File: src/rtl/ram_delay_line_prog.sv
// ---------------------------------------------------------------------------
// ram_delay_line_prog
//   Multi-channel RAM-based delay line with a run-time programmable delay.
//   All lanes share one circular buffer word (lane0 in the LSBs) and one
//   address generator. The output stays masked to zero until the line has
//   filled.
//
// Ports
//   clk        : rising-edge clock
//   rst_n      : synchronous reset, active low
//   ce         : clock enable, advances the line by one sample
//   delay_load : load delay_in as the new delay (independent of ce)
//   delay_in   : requested delay, MIN_DELAY..MAX_DELAY accepted
//   data_in    : sample, captured on ce edges
//   data_out   : delayed sample, 0 while out_valid is low
//   out_valid  : line filled, data_out meaningful
//   delay_cur  : delay currently in force
//   cfg_err    : one-cycle pulse after a rejected delay_load
// ---------------------------------------------------------------------------
module ram_delay_line_prog #(
    parameter int unsigned DATA_WIDTH    = 8,
    parameter int unsigned CHANNELS      = 4,
    parameter int unsigned MAX_DELAY     = 64,
    parameter int unsigned DEFAULT_DELAY = 64,
    localparam int unsigned DW           = $clog2(MAX_DELAY + 1)
) (
    input  logic                           clk,
    input  logic                           rst_n,
    input  logic                           ce,
    input  logic                           delay_load,
    input  logic [DW-1:0]                  delay_in,
    input  logic [CHANNELS*DATA_WIDTH-1:0] data_in,
    output logic [CHANNELS*DATA_WIDTH-1:0] data_out,
    output logic                           out_valid,
    output logic [DW-1:0]                  delay_cur,
    output logic                           cfg_err
);

    localparam int unsigned MIN_DELAY = 3;
    localparam int unsigned AW        = $clog2(MAX_DELAY);
    localparam int unsigned WW        = CHANNELS * DATA_WIDTH;

    logic [WW-1:0] mem [0:MAX_DELAY-1];

    logic [DW-1:0] delay_q, delay_d;
    logic [DW-1:0] wptr_q,  wptr_d;
    logic [DW-1:0] fill_q,  fill_d;
    logic [AW-1:0] raddr_q, raddr_d;
    logic [WW-1:0] rd_q,    rd_d;
    logic [WW-1:0] data_q,  data_d;
    logic          valid_q, valid_d;
    logic          err_q,   err_d;
    logic          we;
    logic          load_ok;
    logic [DW:0]   raddr_sum;

    assign load_ok = (delay_in >= DW'(MIN_DELAY)) && (delay_in <= DW'(MAX_DELAY));

    // Read address leads the write pointer by MIN_DELAY (mod D): the
    // registered address, the registered RAM read and the output register
    // together make up the remaining D-1 ce edges.
    assign raddr_sum = {1'b0, wptr_q} + (DW + 1)'(MIN_DELAY);

    always_comb begin
        delay_d = delay_q;
        wptr_d  = wptr_q;
        fill_d  = fill_q;
        raddr_d = raddr_q;
        rd_d    = rd_q;
        data_d  = data_q;
        valid_d = valid_q;
        err_d   = 1'b0;
        we      = 1'b0;

        if (delay_load && load_ok) begin
            // Accepted load restarts the line; this edge's data_in is dropped.
            delay_d = delay_in;
            wptr_d  = '0;
            fill_d  = '0;
            valid_d = 1'b0;
            data_d  = '0;
        end else begin
            // A rejected load only raises cfg_err; the stream keeps running.
            err_d = delay_load;
            if (ce) begin
                we      = 1'b1;
                wptr_d  = (wptr_q == delay_q - DW'(1)) ? '0 : wptr_q + DW'(1);
                fill_d  = (fill_q == delay_q) ? fill_q : fill_q + DW'(1);
                raddr_d = (raddr_sum >= {1'b0, delay_q}) ?
                          AW'(raddr_sum - {1'b0, delay_q}) : AW'(raddr_sum);
                rd_d    = mem[raddr_q];
                data_d  = rd_q;
                if (fill_q >= delay_q - DW'(1)) begin
                    valid_d = 1'b1;
                end
            end
        end
    end

    always_ff @(posedge clk) begin
        if (!rst_n) begin
            delay_q <= DW'(DEFAULT_DELAY);
            wptr_q  <= '0;
            fill_q  <= '0;
            raddr_q <= '0;
            rd_q    <= '0;
            data_q  <= '0;
            valid_q <= 1'b0;
            err_q   <= 1'b0;
        end else begin
            delay_q <= delay_d;
            wptr_q  <= wptr_d;
            fill_q  <= fill_d;
            raddr_q <= raddr_d;
            rd_q    <= rd_d;
            data_q  <= data_d;
            valid_q <= valid_d;
            err_q   <= err_d;
        end
    end

    // Storage is not reset; stale words are hidden by the fill mask.
    always_ff @(posedge clk) begin
        if (rst_n && we) begin
            mem[wptr_q[AW-1:0]] <= data_in;
        end
    end

    assign data_out  = valid_q ? data_q : '0;
    assign out_valid = valid_q;
    assign delay_cur = delay_q;
    assign cfg_err   = err_q;

endmodule

File: config.mk
export PLATFORM = sky130hd
export DESIGN_NAME = ram_delay_line_prog
export DESIGN_NICKNAME = d
export VERILOG_FILES = /design/src/rtl/ram_delay_line_prog.sv
export SDC_FILE = /design/constraint.sdc
export NUM_CORES = 2
export LEC_CHECK = 0
export BUFFER_PORTS_ARGS = -buffer_cell sky130_fd_sc_hd__buf_4
export CORE_MARGIN = 2
export CORE_UTILIZATION = 30
export DETAILED_ROUTE_END_ITERATION = 12
export PLACE_DENSITY = 0.46
export SLEW_MARGIN = 20
export SYNTH_ARGS = -nofsm -noshare
export SYNTH_HDL_FRONTEND = slang
export SYNTH_SLANG_ARGS = --single-unit
File: constraint.sdc
create_clock -name clk -period 8.6 [get_ports clk]
set_clock_uncertainty 0.1 [all_clocks]
set_input_delay 0.86 -clock clk [delete_from_list [all_inputs] [get_ports clk]]
set_output_delay 0.86 -clock clk [all_outputs]
set_load 0.005 [all_outputs]
== Yosys cells after proc, flatten, opt, wreduce, memory -nomap -nowiden ==
Memory sizes are Yosys's and may differ from the RTL's. A register that Yosys moved wholly into a read port is not among the register bits.
Cells that the tools add are included.

* Bits in registers: 61
* RAM bits: 2,048
* Bits of input ports: 43
* Output and inout port bits: 41
* Memories kept: 1

* $add $sub $neg: 5
* Magnitude comparators: 4
* Eq/ne operators: 2
* Multiplexer cells: 7
* Bitwise operators: 3
* Reductions and logical operators: 8

{| class="wikitable"
|+ Memory list
! name !! depth !! bits a word !! rd ports !! clocked after Yosys merged registers in !! write ports !! line !! source
|-
| mem || 64 || 32 || 1 || 1 || 1 || 43 || <nowiki>logic [WW-1:0] mem [0:MAX_DELAY-1];</nowiki>
|}

{| class="wikitable"
|+ Operators with widths
! cell !! number
|-
| $mux 32 || 1
|-
| $add 7x1->7 const B || 2
|-
| $eq 7x7->1 || 2
|-
| $add 7x2->8 const B || 1
|-
| $ge 8x7->1 || 1
|-
| $ge 7x2->1 const B || 1
|-
| $ge 7x7->1 || 1
|-
| $le 7x7->1 const B || 1
|-
| $mux 7 || 1
|-
| $sub 7x1->7 const B || 1
|-
| $mux 6 || 1
|-
| $reduce_and 2->1 || 3
|-
| $sub 6x6->6 || 1
|-
| $mux 1 || 4
|-
| $logic_and 1x1->1 || 3
|-
| $not 1->1 || 3
|-
| $reduce_or 2->1 || 1
|-
| $logic_not 1->1 || 1
|}

== Depth between registers and ports, before layout ==
* Depth after elaboration: 7
* Gate-level depth with buffers: 12

== Worst setup path before layout ==
OpenSTA, ideal clock, no wires.

* Path kind: input port to flip-flop
* Start point: input delay_in[2]
* End point: memory mem[60][0] in the netlist's numbering, enable pin
* Library setup time: 0.501 ns
* Arrival: 4.928 ns
* Slack: 3.071 ns
* Stages: 5
* Path buffers: 0
* Cells stage by stage: nor4_1 a21oi_1 nor3_1 nand2_1 nor4_1

* Cells in the longest elaborated chain, start to end: 7

{| class="wikitable"
|+ Ends and longest elaborated chain
! what !! line !! source
|-
| start: declaration || 31 || <nowiki>input logic [DW-1:0] delay_in,</nowiki>
|-
| $ge 7x2->1 or $le 7x7->1 (tied branches) || 57 || <nowiki>assign load_ok = (delay_in >= DW'(MIN_DELAY)) && (delay_in <= DW'(MAX_DELAY));</nowiki>
|-
| $logic_and 1x1->1 (*) || 57 ||
|-
| $logic_and 1x1->1 (*) || 75 || <nowiki>if (delay_load && load_ok) begin</nowiki>
|-
| $mux 1 (*) || 75 ||
|-
| $logic_and 1x1->1 (*) || 124 || <nowiki>if (rst_n && we) begin</nowiki>
|-
| $mux 1 (*) || 124 ||
|-
| $mux 1 (not written as such) (*) || 125 || <nowiki>mem[wptr_q[AW-1:0]] <= data_in;</nowiki>
|-
| end: declaration || 43 ||
|}

Every way passes the cells marked *; elsewhere a longest branch is shown, timed or not.

==> impl_metrics.yaml <==
worst_setup_path:
  crit_family: "multiplexers"
  r2r-end: "rd_q[10]$_SDFFE_PN0P_"
  worstPathArrival_ps: 4940
  crit_fanout: 35
  r2r-start: "raddr_q[2]$_SDFFE_PN0P_"
  startpoint_type: "flip-flop"
  worstSetupEndpoint: "rd_q[10]$_SDFFE_PN0P_"
  path_depth: 7
  crit_type: "flip-flop to flip-flop"
  slowest_stage: "dfxtp_4"
  path_cells: "buf_4 > buf_4 > mux4_2 > mux2i_1 > a211o_1 > a21oi_1 > a32o_1"
  regToRegSetupSlack_ps: 4300
  startpoint: "raddr_q[2]$_SDFFE_PN0P_"
  cpMostUsedCell: "buf_4"
  cp.required_ps: 9240
  crit_buf_inv: 2
  cpPeakStageDelay_ps: 880
  r2r_cells: 7
  endpoint_kind: "flip-flop"
global_route:
  met2_usage: 0.243
  grt_max_degree: 109
  met1_usage: 0.257
  grt_antenna_before_repair: 17
  grt.met3_usage: 0.0304
  top_usage_layer: "met1"
  grt-ovfl-total: 0
  grt_pass1_wl_mm: 327
  grt_pass1_vias: 39853
  grt.total_usage: 0.167
sta:
  layout_min_cycle_time_ps: 4300
  min_period_over_period: 0.500
  rsz0062_at_grt: "false"
  hold_viol_final: 0
  setup_ws_ps: 4300
  setup_viol: 0
  slew_violations: 0
  tns_ps: 0
  slew_headroom: 0.123
  fmax_mhz: 233
  tightest_slew_ps: 1300
synthesis:
  netlist_instances: 3885
  synth-edff-count: 2048
  synth-seq-area-share: 0.770
  synth_seq_cells: 2141
  ys_async_sr_fraction: 0
  syn_area_per_cell_um2: 21.2
  ys_types: 63
  mappedNetlistArea_um2: 82300
  synthFlopType: "edfxtp_1"
  ys_warn_count: 0
  synth.net_count: 3947
cts:
  root_buffer: "clkbuf_16"
  cts_buffers: 228
  ctsHtreeMaxLevel: 4
  hold_buffers: 0
  clockBufferDepth: 3
  cts_setup_buffers: 0
  cts_tree: "yes"
  cts_sinks: 2141
  clk_pin_slew_ps: 60
  postCtsResizedCells: 0
  clock_latency_ps: 870
route:
  final_antenna_net_count: 0
  via_per_inst: 5.10
  drt-initial-drc-count: 4978
  via_count: 40230
  wl_per_cell_um: 29.8
  drc: 0
  first_pass_iters: 5
  drt_wl_total_mm: 235
floorplanning:
  core_region_area_um2: 273000
  die_y_um: 528
  num_io_pins: 84
  rows: 192
  die_area_um2: 278000
  initial_core_util: 0.301
  die_w_um: 528
power_and_ir_drop:
  p_per_area_nw_per_um2: 235
  pwr-share-clk: 0.416
  switching_share: 0.230
  ir_drop_v: 0.000216
  seq_power_share: 0.516
  intPower_uw: 17200
  p_comb_frac: 0.067
  switchingPower_uw: 5130
  power.leakage_uw: 0.0286
layout:
  drive_gt1_frac: 0.241
  fin_nets: 4156
  syn2layout_area_growth_pct: 15.3
place:
  io_buffers: 83
  gp_congestion: 0.865
  hpwl_mm: 138
  dpl_worst_slack_ps: 3730
min_path:
  hp-class: "input port to flip-flop"
run:
  max-cap-violations: 0
outcome:
  outcome: "complete, no violations"
[worst min-delay path by stage]
stage	end	startpoint	cells after the start	slack, ps
2_1_floorplan	rd_q[11]$_SDFFE_PN0P_	rd_q[11]$_SDFFE_PN0P_	2	320
3_5_place_dp	data_q[3]$_SDFFE_PP0P_	data_q[3]$_SDFFE_PP0P_	2	380
5_1_grt	mem[34][14]$_DFFE_PP_	data_in[14]	1	50
6_report	mem[34][14]$_DFFE_PP_	data_in[14]	1	100
3_3_place_gp	data_q[22]$_SDFFE_PP0P_	data_q[22]$_SDFFE_PP0P_	2	380
4_1_cts	mem[34][14]$_DFFE_PP_	data_in[14]	1	20
[placed cells by master, fill, tap and decap left out, types with 18 or more instances in the layout]
| cell | n |
|---|---|
| a211o_1 | 41 |
| a211oi_1 | 46 |
| a21oi_1 | 83 |
| a22o_1 | 30 |
| a22oi_1 | 39 |
| a32o_1 | 27 |
| and2_1 | 34 |
| buf_4 | 177 |
| clkbuf_1 | 76 |
| clkbuf_16 | 230 |
| clkinv_1 | 51 |
| clkinv_2 | 28 |
| dfxtp_1 | 88 |
| edfxtp_1 | 2048 |
| ha_1 | 18 |
| mux2i_1 | 233 |
| mux4_2 | 442 |
| nand2_1 | 47 |
| nor2_1 | 82 |
| nor2_4 | 63 |
| o21ai_0 | 21 |
| o22ai_1 | 112 |
[flip-flops by register name, indices dropped and copies added (netlist names)]
name       flops
mem         2048
out_valid      1
delay_cur      7
cfg_err        1
rd_q          32
fill_q         7
raddr_q        6
wptr_q         7
data_q        32
[routing by layer]
layer	up-vias	wire length, um
li1	16748	-
met4	2	5000
met3	262	16200
met1	21894	111000
met2	1324	103000
met5	-	13
[cell type report]
type | count | area (um2)
fill | 25319 | 178000
multi-input combinational | 1510 | 18200
clock buffer | 317 | 6190
sequential | 2141 | 63400
antenna | 7 | 17.5
tap | 3589 | 4490
clock inverter | 104 | 822
timing repair buffer | 196 | 1750
inverter | 17 | 63.8
[cells by family after synthesis]
logic type,count (synthesis),synth area share
flip-flops,2141,0.770
multiplexers,683,0.150
AO/OA/AOI/OAI,444,0.0379
AND/OR/NAND/NOR,329,0.0193
buffers and inverters,234,0.0151
XOR/XNOR,35,0.00423
adder cells (fa/ha/maj),19,0.00298
[worst register-to-register path: cells and delay by family (launching register included)]
kind            cells  cell delay, ps
buf+inv             2            1090
mux                 2            1250
flops               1             880
compound gates      3             860
[power by group through the flow]
stage                     clock, uW  combinational [uW]  sequential, uW
after floorplan                   0                 836           11700
after global placement            0                1520           11800
after detailed placement          0                1530           11800
after CTS                      9530                1530           11500
after global routing           9930                1590           11500
final                          9300                1500           11500
[per-stage QoR]
stage | total power [uW] | instance area [um2] | instances | util | hold slack (ps)
after floorplan | 12500 | 82300 | 3885 | - | 325
after global placement | 13300 | 87600 | 7441 | 0.321 | 382
after detailed placement | 13300 | 87700 | 7447 | 0.321 | 379
after CTS | 22600 | 94700 | 7868 | 0.347 | 23.5
after global routing | 23000 | 94900 | 7876 | 0.347 | 45.8
final | 22300 | 94900 | 7881 | 0.347 | 103
[cell usage after synthesis (all sizes together) (4+ instances only)]
| library cell | count | area share |
|---|---|---|
| a211o | 41 | 0.0044 |
| a211oi | 46 | 0.0042 |
| a21boi | 7 | 0.00064 |
| a21o | 7 | 0.00064 |
| a21oi | 83 | 0.0050 |
| a22o | 30 | 0.0032 |
| a22oi | 39 | 0.0036 |
| a32o | 27 | 0.0033 |
| and2 | 35 | 0.0027 |
| buf | 142 | 0.011 |
| clkbuf | 75 | 0.0034 |
| dfxtp | 93 | 0.023 |
| edfxtp | 2048 | 0.75 |
| ha | 18 | 0.0027 |
| inv | 17 | 0.00078 |
| mux2 | 8 | 0.0011 |
| mux2i | 233 | 0.028 |
| mux4 | 442 | 0.12 |
| nand2 | 49 | 0.0023 |
| nand2b | 9 | 0.00068 |
| nand3 | 15 | 0.00097 |
| nand4 | 11 | 0.00091 |
| nor2 | 149 | 0.0068 |
| nor2b | 19 | 0.0014 |
| nor3 | 14 | 0.00085 |
| nor4 | 4 | 0.00049 |
| o21a | 7 | 0.00064 |
| o21ai | 21 | 0.0013 |
| o221ai | 7 | 0.00075 |
| o22ai | 112 | 0.0085 |
| or2 | 4 | 0.00030 |
| or3 | 4 | 0.00030 |
| or4 | 4 | 0.00046 |
| xnor2 | 17 | 0.0018 |
| xor2 | 15 | 0.0016 |
(Power assumes the default switching activity.)
